`src/rtl/ped_crossing_unit_pkg.sv`:
```
// Shared definitions for the pedestrian crossing unit: light codes,
// decoded phase codes, FSM states and the lights decoder.
package ped_crossing_unit_pkg;

  // One-hot encodings driven by the traffic-light controller.
  localparam logic [2:0] LIGHTS_RED    = 3'b001;
  localparam logic [2:0] LIGHTS_YELLOW = 3'b010;
  localparam logic [2:0] LIGHTS_GREEN  = 3'b100;

  // Decoded phase as presented on phase_code.
  typedef enum logic [1:0] {
    PHASE_RED     = 2'b00,
    PHASE_YELLOW  = 2'b01,
    PHASE_GREEN   = 2'b10,
    PHASE_INVALID = 2'b11
  } phase_e;

  // Crossing controller states.
  typedef enum logic [1:0] {
    ST_IDLE    = 2'b00,
    ST_REQUEST = 2'b01,
    ST_WALK    = 2'b10,
    ST_CLEAR   = 2'b11
  } state_e;

  // Map the one-hot lights bus to a phase; all-zero or multi-hot is invalid.
  function automatic phase_e decode_lights(input logic [2:0] lights);
    phase_e phase;
    case (lights)
      LIGHTS_RED:    phase = PHASE_RED;
      LIGHTS_YELLOW: phase = PHASE_YELLOW;
      LIGHTS_GREEN:  phase = PHASE_GREEN;
      default:       phase = PHASE_INVALID;
    endcase
    return phase;
  endfunction

endpackage

```
`src/rtl/ped_crossing_unit_debounce.sv`:
```
// Pushbutton conditioner: 2-FF synchronizer, debounce counter and a
// one-cycle press pulse on each accepted 0->1 change of the debounced level.
module ped_debounce
  import ped_crossing_unit_pkg::*;
#(
  parameter int DEBOUNCE_CYCLES = 4
) (
  input  logic clk,
  input  logic reset_n,
  input  logic btn_i,
  output logic press_o
);

  localparam int DB_W = $clog2(DEBOUNCE_CYCLES + 1);
  localparam logic [DB_W-1:0] DB_LAST = DB_W'(DEBOUNCE_CYCLES - 1);

  logic [1:0]      sync_q;
  logic            level_q, level_d;
  logic [DB_W-1:0] cnt_q, cnt_d;
  logic            press_q, press_d;

  // Count consecutive synchronized samples that disagree with the debounced level.
  always_comb begin
    // NOTE: every variable gets a default first so no path leaves it unassigned (no latch).
    level_d = level_q;
    press_d = 1'b0;
    cnt_d   = '0;
    if (sync_q[1] != level_q) begin
      if (cnt_q >= DB_LAST) begin
        level_d = sync_q[1];
        press_d = sync_q[1];
      end else begin
        cnt_d = cnt_q + DB_W'(1);
      end
    end
  end

  // Synchronizer and debounce state registers.
  always_ff @(posedge clk or negedge reset_n) begin
    // NOTE: state is updated with non-blocking assignments so every flop samples pre-edge values.
    if (!reset_n) begin
      sync_q  <= 2'b00;
      level_q <= 1'b0;
      cnt_q   <= '0;
      press_q <= 1'b0;
    end else begin
      sync_q  <= {sync_q[0], btn_i};
      level_q <= level_d;
      cnt_q   <= cnt_d;
      press_q <= press_d;
    end
  end

  assign press_o = press_q;

endmodule

```
`src/rtl/ped_crossing_unit.sv`:
```
// Pedestrian-side crossing unit: conditions the pushbutton into a held
// request, decodes the controller lights, drives WALK/DON'T-WALK lamps and
// locks the crossing out on malformed or unsafe light sequences.
module ped_crossing_unit
  import ped_crossing_unit_pkg::*;
#(
  parameter int DEBOUNCE_CYCLES = 4,
  parameter int WALK_CYCLES     = 8,
  parameter int CLEAR_CYCLES    = 6,
  parameter int FLASH_DIV       = 2
) (
  input  logic       clk,
  input  logic       reset_n,
  input  logic       button_raw,
  input  logic [2:0] lights,
  input  logic       err_clear,
  output logic       ped_request,
  output logic       walk,
  output logic       walk_flash,
  output logic       dont_walk,
  output logic [1:0] phase_code,
  output logic       lights_error
);

  localparam int CNT_MAX = (WALK_CYCLES > CLEAR_CYCLES) ? WALK_CYCLES : CLEAR_CYCLES;
  localparam int CNT_W   = $clog2(CNT_MAX + 1);
  localparam int DIV_W   = $clog2(FLASH_DIV + 1);

  localparam logic [CNT_W-1:0] WALK_LAST  = CNT_W'(WALK_CYCLES - 1);
  localparam logic [CNT_W-1:0] CLEAR_LAST = CNT_W'(CLEAR_CYCLES - 1);
  localparam logic [CNT_W-1:0] CNT_SAT    = CNT_W'(CNT_MAX);
  localparam logic [DIV_W-1:0] DIV_LAST   = DIV_W'(FLASH_DIV - 1);

  logic press;

  phase_e phase_d, phase_q;
  phase_e prev_phase_d, prev_phase_q;
  logic   err_cond;
  logic   lights_error_d, lights_error_q;

  state_e           state_d, state_q;
  logic [CNT_W-1:0] cnt_d, cnt_q;
  logic [DIV_W-1:0] div_d, div_q;
  logic             abort;

  logic ped_request_d, ped_request_q;
  logic walk_d, walk_q;
  logic walk_flash_d, walk_flash_q;
  logic dont_walk_d, dont_walk_q;

  ped_debounce #(
    .DEBOUNCE_CYCLES(DEBOUNCE_CYCLES)
  ) u_debounce (
    .clk    (clk),
    .reset_n(reset_n),
    .btn_i  (button_raw),
    .press_o(press)
  );

  // Decode lights and evaluate the sticky error flag; a live error beats err_clear.
  always_comb begin
    phase_d = decode_lights(lights);
    // prev phase remembers the last valid phase so GREEN -> glitch -> RED is still caught.
    prev_phase_d = (phase_d != PHASE_INVALID) ? phase_d : prev_phase_q;
    err_cond = (phase_d == PHASE_INVALID) ||
               ((prev_phase_q == PHASE_GREEN) && (phase_d == PHASE_RED));
    if (err_cond) begin
      lights_error_d = 1'b1;
    end else if (err_clear) begin
      lights_error_d = 1'b0;
    end else begin
      lights_error_d = lights_error_q;
    end
  end

  // Crossing FSM next state, phase counters and registered lamp outputs.
  always_comb begin
    state_d      = state_q;
    cnt_d        = '0;
    div_d        = '0;
    walk_flash_d = 1'b0;
    abort        = lights_error_q || err_cond;

    if (abort) begin
      state_d = ST_IDLE;
    end else begin
      case (state_q)
        ST_IDLE: begin
          if (press) state_d = ST_REQUEST;
        end
        ST_REQUEST: begin
          if (phase_d == PHASE_RED) state_d = ST_WALK;
        end
        ST_WALK: begin
          if (phase_d != PHASE_RED)   state_d = ST_IDLE;
          else if (cnt_q >= WALK_LAST) state_d = ST_CLEAR;
        end
        ST_CLEAR: begin
          if (phase_d != PHASE_RED)    state_d = ST_IDLE;
          else if (cnt_q >= CLEAR_LAST) state_d = ST_IDLE;
        end
        default: state_d = ST_IDLE;
      endcase
    end

    // Dwell counter restarts on every state change and saturates otherwise.
    if ((state_d == state_q) && ((state_q == ST_WALK) || (state_q == ST_CLEAR))) begin
      cnt_d = (cnt_q == CNT_SAT) ? cnt_q : cnt_q + CNT_W'(1);
    end

    // Flash starts lit on entry to CLEAR and toggles every FLASH_DIV cycles.
    if (state_d == ST_CLEAR) begin
      if (state_q != ST_CLEAR) begin
        walk_flash_d = 1'b1;
      end else if (div_q >= DIV_LAST) begin
        walk_flash_d = ~walk_flash_q;
      end else begin
        div_d        = div_q + DIV_W'(1);
        walk_flash_d = walk_flash_q;
      end
    end

    ped_request_d = (state_d == ST_REQUEST);
    walk_d        = (state_d == ST_WALK);
    dont_walk_d   = (state_d == ST_IDLE) || (state_d == ST_REQUEST);
  end

  // State, decode and output registers.
  always_ff @(posedge clk or negedge reset_n) begin
    if (!reset_n) begin
      state_q        <= ST_IDLE;
      cnt_q          <= '0;
      div_q          <= '0;
      phase_q        <= PHASE_RED;
      prev_phase_q   <= PHASE_RED;
      lights_error_q <= 1'b0;
      ped_request_q  <= 1'b0;
      walk_q         <= 1'b0;
      walk_flash_q   <= 1'b0;
      dont_walk_q    <= 1'b1;
    end else begin
      state_q        <= state_d;
      cnt_q          <= cnt_d;
      div_q          <= div_d;
      phase_q        <= phase_d;
      prev_phase_q   <= prev_phase_d;
      lights_error_q <= lights_error_d;
      ped_request_q  <= ped_request_d;
      walk_q         <= walk_d;
      walk_flash_q   <= walk_flash_d;
      dont_walk_q    <= dont_walk_d;
    end
  end

  assign ped_request  = ped_request_q;
  assign walk         = walk_q;
  assign walk_flash   = walk_flash_q;
  assign dont_walk    = dont_walk_q;
  assign phase_code   = phase_q;
  assign lights_error = lights_error_q;

endmodule

```
`config.mk`:
```
export PLATFORM = sky130hd
export DESIGN_NAME = ped_crossing_unit
export DESIGN_NICKNAME = d
export VERILOG_FILES = /design/src/rtl/ped_crossing_unit_pkg.sv /design/src/rtl/ped_crossing_unit_debounce.sv /design/src/rtl/ped_crossing_unit.sv
export SDC_FILE = /design/constraint.sdc
export NUM_CORES = 1
export LEC_CHECK = 0
export ABC_AREA = 0
export CORE_ASPECT_RATIO = 0.9
export CORE_MARGIN = 2
export CORE_UTILIZATION = 30
export CTS_CLUSTER_DIAMETER = 200
export DETAILED_ROUTE_END_ITERATION = 10
export PLACE_DENSITY = 0.56
export SYNTH_ARGS = -nofsm -noshare
export SYNTH_HDL_FRONTEND = slang
export SYNTH_SLANG_ARGS = --single-unit
export TNS_END_PERCENT = 10
```
`constraint.sdc`:
```
create_clock -name clk -period 2.6 [get_ports clk]
set_input_delay 0.52 -clock clk [delete_from_list [all_inputs] [get_ports clk]]
set_output_delay 0.52 -clock clk [all_outputs]
set_load 0.02 [all_outputs]
```
==> results of run 1 <==
[cell families after synthesis]
family                   after synthesis
flip-flops                            24
AND/OR/NAND/NOR                       39
buffers and inverters                 12
adder cells (fa/ha/maj)                7
XOR/XNOR                               7
multiplexers                           2
AO/OA/AOI/OAI                         14
[state kept, by name, indices dropped and copies added (netlist names), 2 cells and up]
| signal | count |
|---|---|
| state_q | 2 |
| cnt_q | 4 |
| prev_phase_q | 2 |
| div_q | 2 |
| u_debounce.cnt_q | 3 |
| phase_code | 2 |
| u_debounce.sync_q | 2 |
[cell type report]
cell class,count,area (sq um),area share
Sequential cell,24,602,0.409
Clock buffer,3,41.3,0.0280
Inverter,11,41.3,0.0280
Multi-Input combinational cell,69,541,0.367
Clock inverter,1,30.0,0.0204
Timing Repair Buffer,17,160,0.109
Tap cell,46,57.6,0.0391
[final timing paths]
| path | startpoint | to | slack [ns] | depth (start not counted) |
|---|---|---|---|---|
| setup / recovery | lights[1] | div_q[1] | 0.48 | 6 |
| hold / removal | u_debounce.sync_q[0] | u_debounce.sync_q[1] | 0.35 | 0 |
| setup reg to reg | cnt_q[0] | walk | 0.71 | 7 |
| hold reg to reg | u_debounce.sync_q[0] | u_debounce.sync_q[1] | 0.35 | 0 |
| max in group asynchronous | reset_n | prev_phase_q[1] | 1.35 | 2 |
| min in group asynchronous | reset_n | state_q[1] | 0.65 | 1 |
[synthesized netlist by cell type, types with 2 or more instances]
master    number  area (sq um)
dfrtp_1       23           576
inv_1         11          41.3
ha_1           7          87.6
nand2b_1       5          31.3
nor2_1         5          18.8
xnor2_1        5          43.8
nand2_1        4          15.0
o21ai_0        4          20.0
and3_1         3          18.8
nand3_1        3          15.0
nor3_1         3          15.0
nor3b_1        3          22.5
a21o_1         2          15.0
nor2b_1        2          12.5
nor3_2         2          20.0
xor2_1         2          17.5
[per-layer routing]
metal / vias up / track usage
li1: 395 / -
met1: 397 / 0.139
met2: 17 / 0.165
met4: 0 / 0.0288
met3: 2 / 0.0400
met5: - / 0
[stage by stage]
step	setup WS, ns	hold slack [ns]	cell area [sq um]	total power [uW]
5_1_grt	0.400	0.363	1470	960
6_report	0.477	0.354	1470	904
3_3_place_gp	0.247	0.333	1400	578
2_1_floorplan	0.649	0.224	1190	533
3_5_place_dp	0.193	0.337	1400	591
4_1_cts	0.474	0.357	1470	918
[power breakdown]
| group | leakage (uW) | internal, uW | total [uW] | switching [uW] |
|---|---|---|---|---|
| Sequential | 0.000307 | 410 | 437 | 27.1 |
| Combinational | 0.000309 | 72.4 | 143 | 70.4 |
| Clock | 0.0000357 | 206 | 324 | 118 |
| Total | 0.000652 | 688 | 904 | 215 |
==> results.toml, run 1 <==
[timing]
report.final.slew_viol_count = 0
finalHoldViolCount = 0
setup_viol = 0
fmax_mhz = 471
period_share = 0.817
final.min_clock_period_ns = 2.12
fin_tns_setup_ns = 0
rsz0062_at_grt = "no"
skew_ns = 0.00132
worst_slew_pin_slew_ns = 0.652
slew-limit-headroom = 0.564

[drt]
route.met2.wl_um = 972
vias_per_cell = 4.74
routed_wl_mm = 2.10
dr.pass1.iters = 4
top_layer_used = "met4"
vias = 811
antenna_left = 0
drt-met1-wl_um = 995
wl_met3_um = 107
drc = 0
drtIter0Drc = 21
wl_per_cell_um = 12.3

[global_route]
grt_pass1_vias = 795
grt_usage = 0.107
grt_first_pass_wirelength_mm = 3.73
antenna_found_initial = 0
grt_overflow = 0
grt_max_degree = 16

[critical_path]
cpPeakStageDelay_ns = 0.51
cp.buffers_inverters = 1
path_class = "input port to register"
worstPathCellList = "clkdlybuf4s50_1 > or3b_4 > a21oi_2 > o21ai_2 > or3_4 > nor4_4"
cpMaxStageDelayCell = "clkdlybuf4s50_1"
critical-path-top-delay-family = "simple AND/OR/NAND/NOR gates"
cp-start-kind = "input port"
required_ns = 2.78
cp.arrival_ns = 2.30
worstSetupEndpointType = "register"
critPathMaxFanout = 7

[pwr]
total_leakage_power_uw = 0.000652
power_density_nw_per_um2 = 614
vdd_ir_drop_max_mv = 0.279

[placement]
dp_cells = 167
io_buffer_count = 13
place.gp.congestion = 0.741
dpl.hpwl_mm = 1.65

[die]
ios = 14
start_util = 0.316
die_area_sq_um = 4480
row_count = 21
dieHeight_um = 63.7
coreArea_sq_um = 3760
die_x_um = 70.4

[yosys]
synth_compound_area_frac = 0.0947
yosysWarnings = 0
ys_async_sr_fraction = 1.00
syn_nets = 119
synth_edf_count = 0
synth-adder-area-share = 0.0737
ys_seq_elements = 24
synth_xor_area_frac = 0.0516
synthSimpleGateAreaFrac = 0.217
syn_area_sq_um = 1190
synth_top_family_by_area = "simple AND/OR/NAND/NOR gates"
synth_mux_area_frac = 0.0179
netlist-cell-type-count = 37
syn_avg_cell_area_sq_um = 11.3
yosysSeqAreaShare = 0.506
synth-main-ff-cell = "dfrtp_1"
synthCells = 105

[cells_and_area]
final_common_cell = "dfrtp_1"
layout_common_cells = "23 x dfrtp_1, 13 x clkdlybuf4s50_1, 11 x inv_1"
diodes = 0
final_nets = 140
final_cells = 171
area_growth_pct = 23.9
nFillCells = 370
drive_gt1_frac = 0.152
utilization = 0.392

[run]
drv_cap = 0

[clock_network]
clock-sinks = 24
htree_levels = 1
cts_tree = "yes"
cts_resized = 0
hold_buffers = 0
clockBufferDepth = 2
clk_pin_slew_ns = 0.08
clock_latency_ns = 0.26
cts_inserted_buffers = 3
cts_setup_buffers = 0
clockRootBuffer = "clkbuf_8"

[status]
status = "finished, final reports clean"

[hold_path]
hp-class = "register to register"
Note: power is estimated with default switching activity, not from simulation.
==> inputs of run 2 (changes only) <==
--- a/config.mk
+++ b/config.mk
@@ -11,7 +11,7 @@
 export CORE_UTILIZATION = 30
 export CTS_CLUSTER_DIAMETER = 200
 export DETAILED_ROUTE_END_ITERATION = 10
-export PLACE_DENSITY = 0.56
+export PLACE_DENSITY = 0.58
 export SYNTH_ARGS = -nofsm -noshare
 export SYNTH_HDL_FRONTEND = slang
 export SYNTH_SLANG_ARGS = --single-unit
==> constraint.sdc (replaced) <==
create_clock -name clk -period 1.85 [get_ports clk]
set_input_delay 0.37 -clock clk [delete_from_list [all_inputs] [get_ports clk]]
set_output_delay 0.37 -clock clk [all_outputs]
set_load 0.02 [all_outputs]
==> run 2 against run 1 <==
Register-to-register slack worse by 0.61 ns. Global-route usage up 0.62 points. Largest cell class unchanged. Highest routed layer unchanged. Critical endpoint is now div_q[0]. Die area unchanged. Design area up 11%. Via count up 2.6%. Total power up 44%.
==> results.toml, run 2 (synthesis gave the netlist of run 1 again) <==
[critical_path]
cp-start-kind = "register"
cpMaxStageDelayCell = "dfrtp_1"
cp.buffers_inverters = 0
path_class = "register to register"
worstSetupEndpointType = "register"
rr_worst_depth = 6
regToRegSetupSlack_ns = 0.1
reg2reg_from = "cnt_q[0]"
critical-path-top-delay-family = "simple AND/OR/NAND/NOR gates"
cpPeakStageDelay_ns = 0.43
critPathMaxFanout = 5
cp.arrival_ns = 1.94
required_ns = 2.04
r2r-end = "div_q[0]"
worstPathCellList = "ha_2 > nand2b_4 > a211oi_4 > o21ai_2 > or3_4 > nor3_2"

[global_route]
grt_usage = 0.113
grt_max_degree = 25
grt_overflow = 0
antenna_found_initial = 0
grt_pass1_vias = 877
grt_first_pass_wirelength_mm = 4.02

[hold_path]
whs_path_depth = 0
hp-start = "u_debounce.sync_q[0]"
min_delay_worst_endpoint = "u_debounce.sync_q[1]"
hp-class = "register to register"

[drt]
dr.pass1.iters = 2
drtIter0Drc = 25
drc = 0
top_layer_used = "met4"
vias = 832
wl_met3_um = 65
vias_per_cell = 4.50
routed_wl_mm = 2.14
drt-met1-wl_mm = 1.04
wl_per_cell_um = 11.6
route.met2.wl_mm = 1.02
antenna_left = 0

[cells_and_area]
utilization = 0.435
drive_gt1_frac = 0.295
final_common_cell = "dfrtp_1"
largest_register_ff_count = 4
top_register = "cnt_q"
final_cells = 185
area_growth_pct = 37.5
reg_top3 = "cnt_q (4), u_debounce.cnt_q (3)"
diodes = 0
final_nets = 154
layout_common_cells = "23 x dfrtp_1, 18 x buf_4, 10 x clkdlybuf4s50_1"

[die]
row_count = 21
ios = 14
coreArea_sq_um = 3760
start_util = 0.316
die_x_um = 70.4
die_area_sq_um = 4480
dieHeight_um = 63.7

[clock_network]
clockRootBuffer = "clkbuf_8"
clockBufferDepth = 2
clock_latency_ns = 0.26
clk_pin_slew_ns = 0.08
clock-sinks = 24
cts_inserted_buffers = 3
htree_levels = 1
cts_tree = "yes"

[placement]
io_buffer_count = 13
dp_cells = 177
place.gp.congestion = 0.693
dpl.hpwl_mm = 1.60

[pwr]
vdd_ir_drop_max_mv = 0.420
power_density_nw_per_um2 = 798
total_leakage_power_uw = 0.000746
power_switching_uw = 306
cellInternalPower_uw = 998
pwr-share-clk = 0.347
pwr-share-comb = 0.182
swShare = 0.235
power_uw = 1300
p_seq_frac = 0.470

[timing]
fmax_mhz = 571
final.min_clock_period_ns = 1.75
report.final.slew_viol_count = 0
period_share = 0.947
slew-limit-headroom = 0.758
worst_slew_pin_slew_ns = 0.361
rsz0062_at_grt = "no"
finalHoldViolCount = 0
holdWs_ns = 0.357
setup_viol = 0
skew_ns = 0.00120

[run]
drv_cap = 0

[status]
status = "finished, final reports clean"
run 2: area by class of cell:
type                       instances  area (sq um)
inverter                          11          41.3
fill                             355          2120
timing repair buffer              31           262
tap                               46          57.6
clock buffer                       3          41.3
clock inverter                     1          30.0
multi-input combinational         69           601
sequential                        24           602
run 2: per-layer routing:
layer | up-vias | global-route usage
li1 | 429 | -
met3 | 2 | 0.0400
met2 | 10 | 0.192
met5 | - | 0
met4 | 0 | 0.0216
met1 | 391 | 0.138
run 2: worst max-delay path by stage:
stage / startpoint / end / slack (ns) / depth (start not counted)
after floorplan: lights[2] / div_q[1] / 0.05 / 6
after global placement: lights[0] / div_q[1] / -0.30 / 6
after detailed placement: lights[0] / div_q[1] / -0.36 / 6
after CTS: cnt_q[1] / walk / 0.01 / 7
after global routing: cnt_q[1] / walk_flash / 0.003 / 7
final: cnt_q[0] / div_q[0] / 0.1 / 6
run 2: through the flow:
| step | instance area, sq um | setup TNS (ns) | setup slack (ns) |
|---|---|---|---|
| detailed placement | 1480 | -2.76 | -0.363 |
| global route | 1630 | 0 | 0.00269 |
| finish | 1630 | 0 | 0.0989 |
| global placement | 1480 | -2.39 | -0.300 |
| CTS | 1590 | 0 | 0.0105 |
| floorplan | 1190 | 0 | 0.0490 |
run 2: power by group through the flow:
stage                     combinational [uW]  sequential (uW)  clock, uW
after CTS                                244              615        468
final                                    238              614        453
after detailed placement                 234              625          0
after floorplan                          127              622          0
after global placement                   223              619          0
after global routing                     273              621        495
run 2: what timing repair did:
action	CTS	global route
hold buffers	0	0
pin swaps	8	4
buffers inserted	2	2
setup endpoints to repair	2	11
resized for setup	7	8
==> inputs of run 3 (changes only) <==
--- a/config.mk
+++ b/config.mk
@@ -6,6 +6,7 @@
 export NUM_CORES = 1
 export LEC_CHECK = 0
 export ABC_AREA = 0
+export ABC_CLOCK_PERIOD_IN_PS = 1850
 export CORE_ASPECT_RATIO = 0.9
 export CORE_MARGIN = 2
 export CORE_UTILIZATION = 30
@@ -14,5 +15,6 @@
 export PLACE_DENSITY = 0.58
 export SYNTH_ARGS = -nofsm -noshare
 export SYNTH_HDL_FRONTEND = slang
+export SYNTH_HIERARCHICAL = 1
 export SYNTH_SLANG_ARGS = --single-unit
 export TNS_END_PERCENT = 10
==> run 3 against run 2 <==
Synthesized cell count up 8.6%. Clock power up 2%. Hold slack better by 0.0038 ns. Largest cell class unchanged.
==> results.toml, run 3 <==
[status]
status = "finished, final reports clean"

[cells_and_area]
final_common_cell = "dfrtp_1"
reg_top3 = "cnt_q (4), u_debounce/cnt_q (3)"
layout_common_cells = "23 x dfrtp_1, 13 x clkdlybuf4s50_1, 11 x buf_4"
utilization = 0.393
final_nets = 152
drive_gt1_frac = 0.212
top_register = "cnt_q"
area_growth_pct = 28.0
nFillCells = 371
largest_register_ff_count = 4
diodes = 0

[drt]
routed_wl_mm = 2.20
drtIter0Drc = 23
antenna_left = 0
drc = 0
vias_per_cell = 4.68
wl_per_cell_um = 11.9
vias = 866
dr.pass1.iters = 4

[timing]
fmax_mhz = 554
setup_ws_ns = 0.0451
skew_ns = 0.00431
worst_slew_pin_slew_ns = 0.516
rsz0062_at_grt = "yes"
finalHoldViolCount = 0
period_share = 0.976
final.min_clock_period_ns = 1.80
setup_viol = 0
report.final.slew_viol_count = 0
slew-limit-headroom = 0.654

[pwr]
total_leakage_power_uw = 0.000662
vdd_ir_drop_max_mv = 0.375
power_uw = 1310
power_density_nw_per_um2 = 835

[global_route]
grt_max_degree = 25
grt_pass1_vias = 912
antenna_found_initial = 0
grt_first_pass_wirelength_mm = 3.90
grt_usage = 0.105
grt_overflow = 0

[yosys]
synth_area_leader_cell = "dfrtp_1"
synthTopCellsByArea = "dfrtp_1 47%, ha_1 7.2%, nand2b_1 3.1%"
synth-main-ff-cell = "dfrtp_1"
yosysSeqAreaShare = 0.491
syn_nets = 128
synthCells = 114
syn_area_sq_um = 1220
synth_common_cells = "23 x dfrtp_1, 9 x inv_1, 9 x nor2_1"
ys_seq_elements = 24
yosysMostFrequentCell = "dfrtp_1"
synth_edf_count = 0
synth_top_area_frac = 0.470
netlist-cell-type-count = 38
ys_async_sr_fraction = 1.00
yosysWarnings = 6
syn_avg_cell_area_sq_um = 10.7

[clock_network]
htree_levels = 1
clockRootBuffer = "clkbuf_8"
clock-sinks = 24
hold_buffers = 0
clockBufferDepth = 2
cts_resized = 0
clock_latency_ns = 0.27
clk_pin_slew_ns = 0.09
cts_setup_buffers = 0
cts_tree = "yes"
cts_inserted_buffers = 3

[die]
start_util = 0.307
die_area_sq_um = 4610
die_x_um = 71.4
dieHeight_um = 64.6
ios = 14
coreArea_sq_um = 3990
row_count = 22

[critical_path]
cpPeakStageDelay_ns = 0.46
required_ns = 2.05
cp-start-kind = "register"
worstPathCellList = "ha_1 > or3b_4 > a2111oi_4 > nor3b_2"
worstSetupEndpointType = "register"
cp.arrival_ns = 2.00
critPathMaxFanout = 4
path_class = "register to register"
cpMaxStageDelayCell = "a2111oi_4"

[placement]
place.gp.congestion = 0.801
place_ws_ns = -0.203
dpl.hpwl_mm = 1.64
io_buffer_count = 13

[run]
drv_cap = 0

[hold_path]
hp-class = "register to register"
[run 3: area by class of cell]
type	instances	area, sq um	share of cell area
timing repair buffer	24	213	0.136
tap	48	60.1	0.0383
sequential	24	602	0.384
clock buffer	3	41.3	0.0263
inverter	9	33.8	0.0215
multi-input combinational	76	588	0.375
clock inverter	1	30.0	0.0192
[run 3: power by group]
part / internal (uW) / switching, uW / total, uW
logic: 118 / 113 / 231
clock network: 289 / 174 / 463
registers: 576 / 38.9 / 615
total: 983 / 326 / 1310
[run 3: per-layer routing]
| layer | vias up | global-route usage | wire length (um) |
|---|---|---|---|
| met2 | 17 | 0.171 | 1020 |
| met4 | 0 | 0.0448 | 19 |
| met5 | - | 0 | 0 |
| met1 | 408 | 0.135 | 1080 |
| met3 | 2 | 0.0187 | 78 |
| li1 | 439 | - | - |
[run 3: final timing paths]
check                                     start              endpoint  slack (ns)  depth (start not counted)
max                                    cnt_q[0]              cnt_q[1]        0.05                          4
max in group asynchronous               reset_n             dont_walk        1.11                          2
max reg2reg                            cnt_q[0]              cnt_q[1]        0.05                          4
min                        u_debounce/sync_q[0]  u_debounce/sync_q[1]        0.36                          0
min reg2reg                u_debounce/sync_q[0]  u_debounce/sync_q[1]        0.36                          0
min in group asynchronous               reset_n              div_q[1]        0.46                          2
[run 3: cells by family after synthesis]
group	after synthesis	share of synthesized area
compound gates	16	0.105
xor+xnor	6	0.0429
fa+ha+maj	7	0.0715
buf+inv	14	0.0470
flops	24	0.491
mux	2	0.0174
simple gates	45	0.225
[run 3: stage by stage]
stage          instances  cell area (sq um)  setup TNS [ns]  hold slack [ns]
2_1_floorplan        114               1220               0           0.0744
3_3_place_gp         181               1470           -1.10            0.336
3_5_place_dp         181               1470           -1.50            0.343
4_1_cts              185               1550               0            0.364
5_1_grt              185               1570          -0.104            0.384
6_report             185               1570               0            0.361
[run 3: critical path: cells and delay by family (launching register included)]
family	cells	cell delay [ns]
AO/OA/AOI/OAI	1	0.46
adder cells (fa/ha/maj)	1	0.22
flip-flops	1	0.43
AND/OR/NAND/NOR	2	0.63
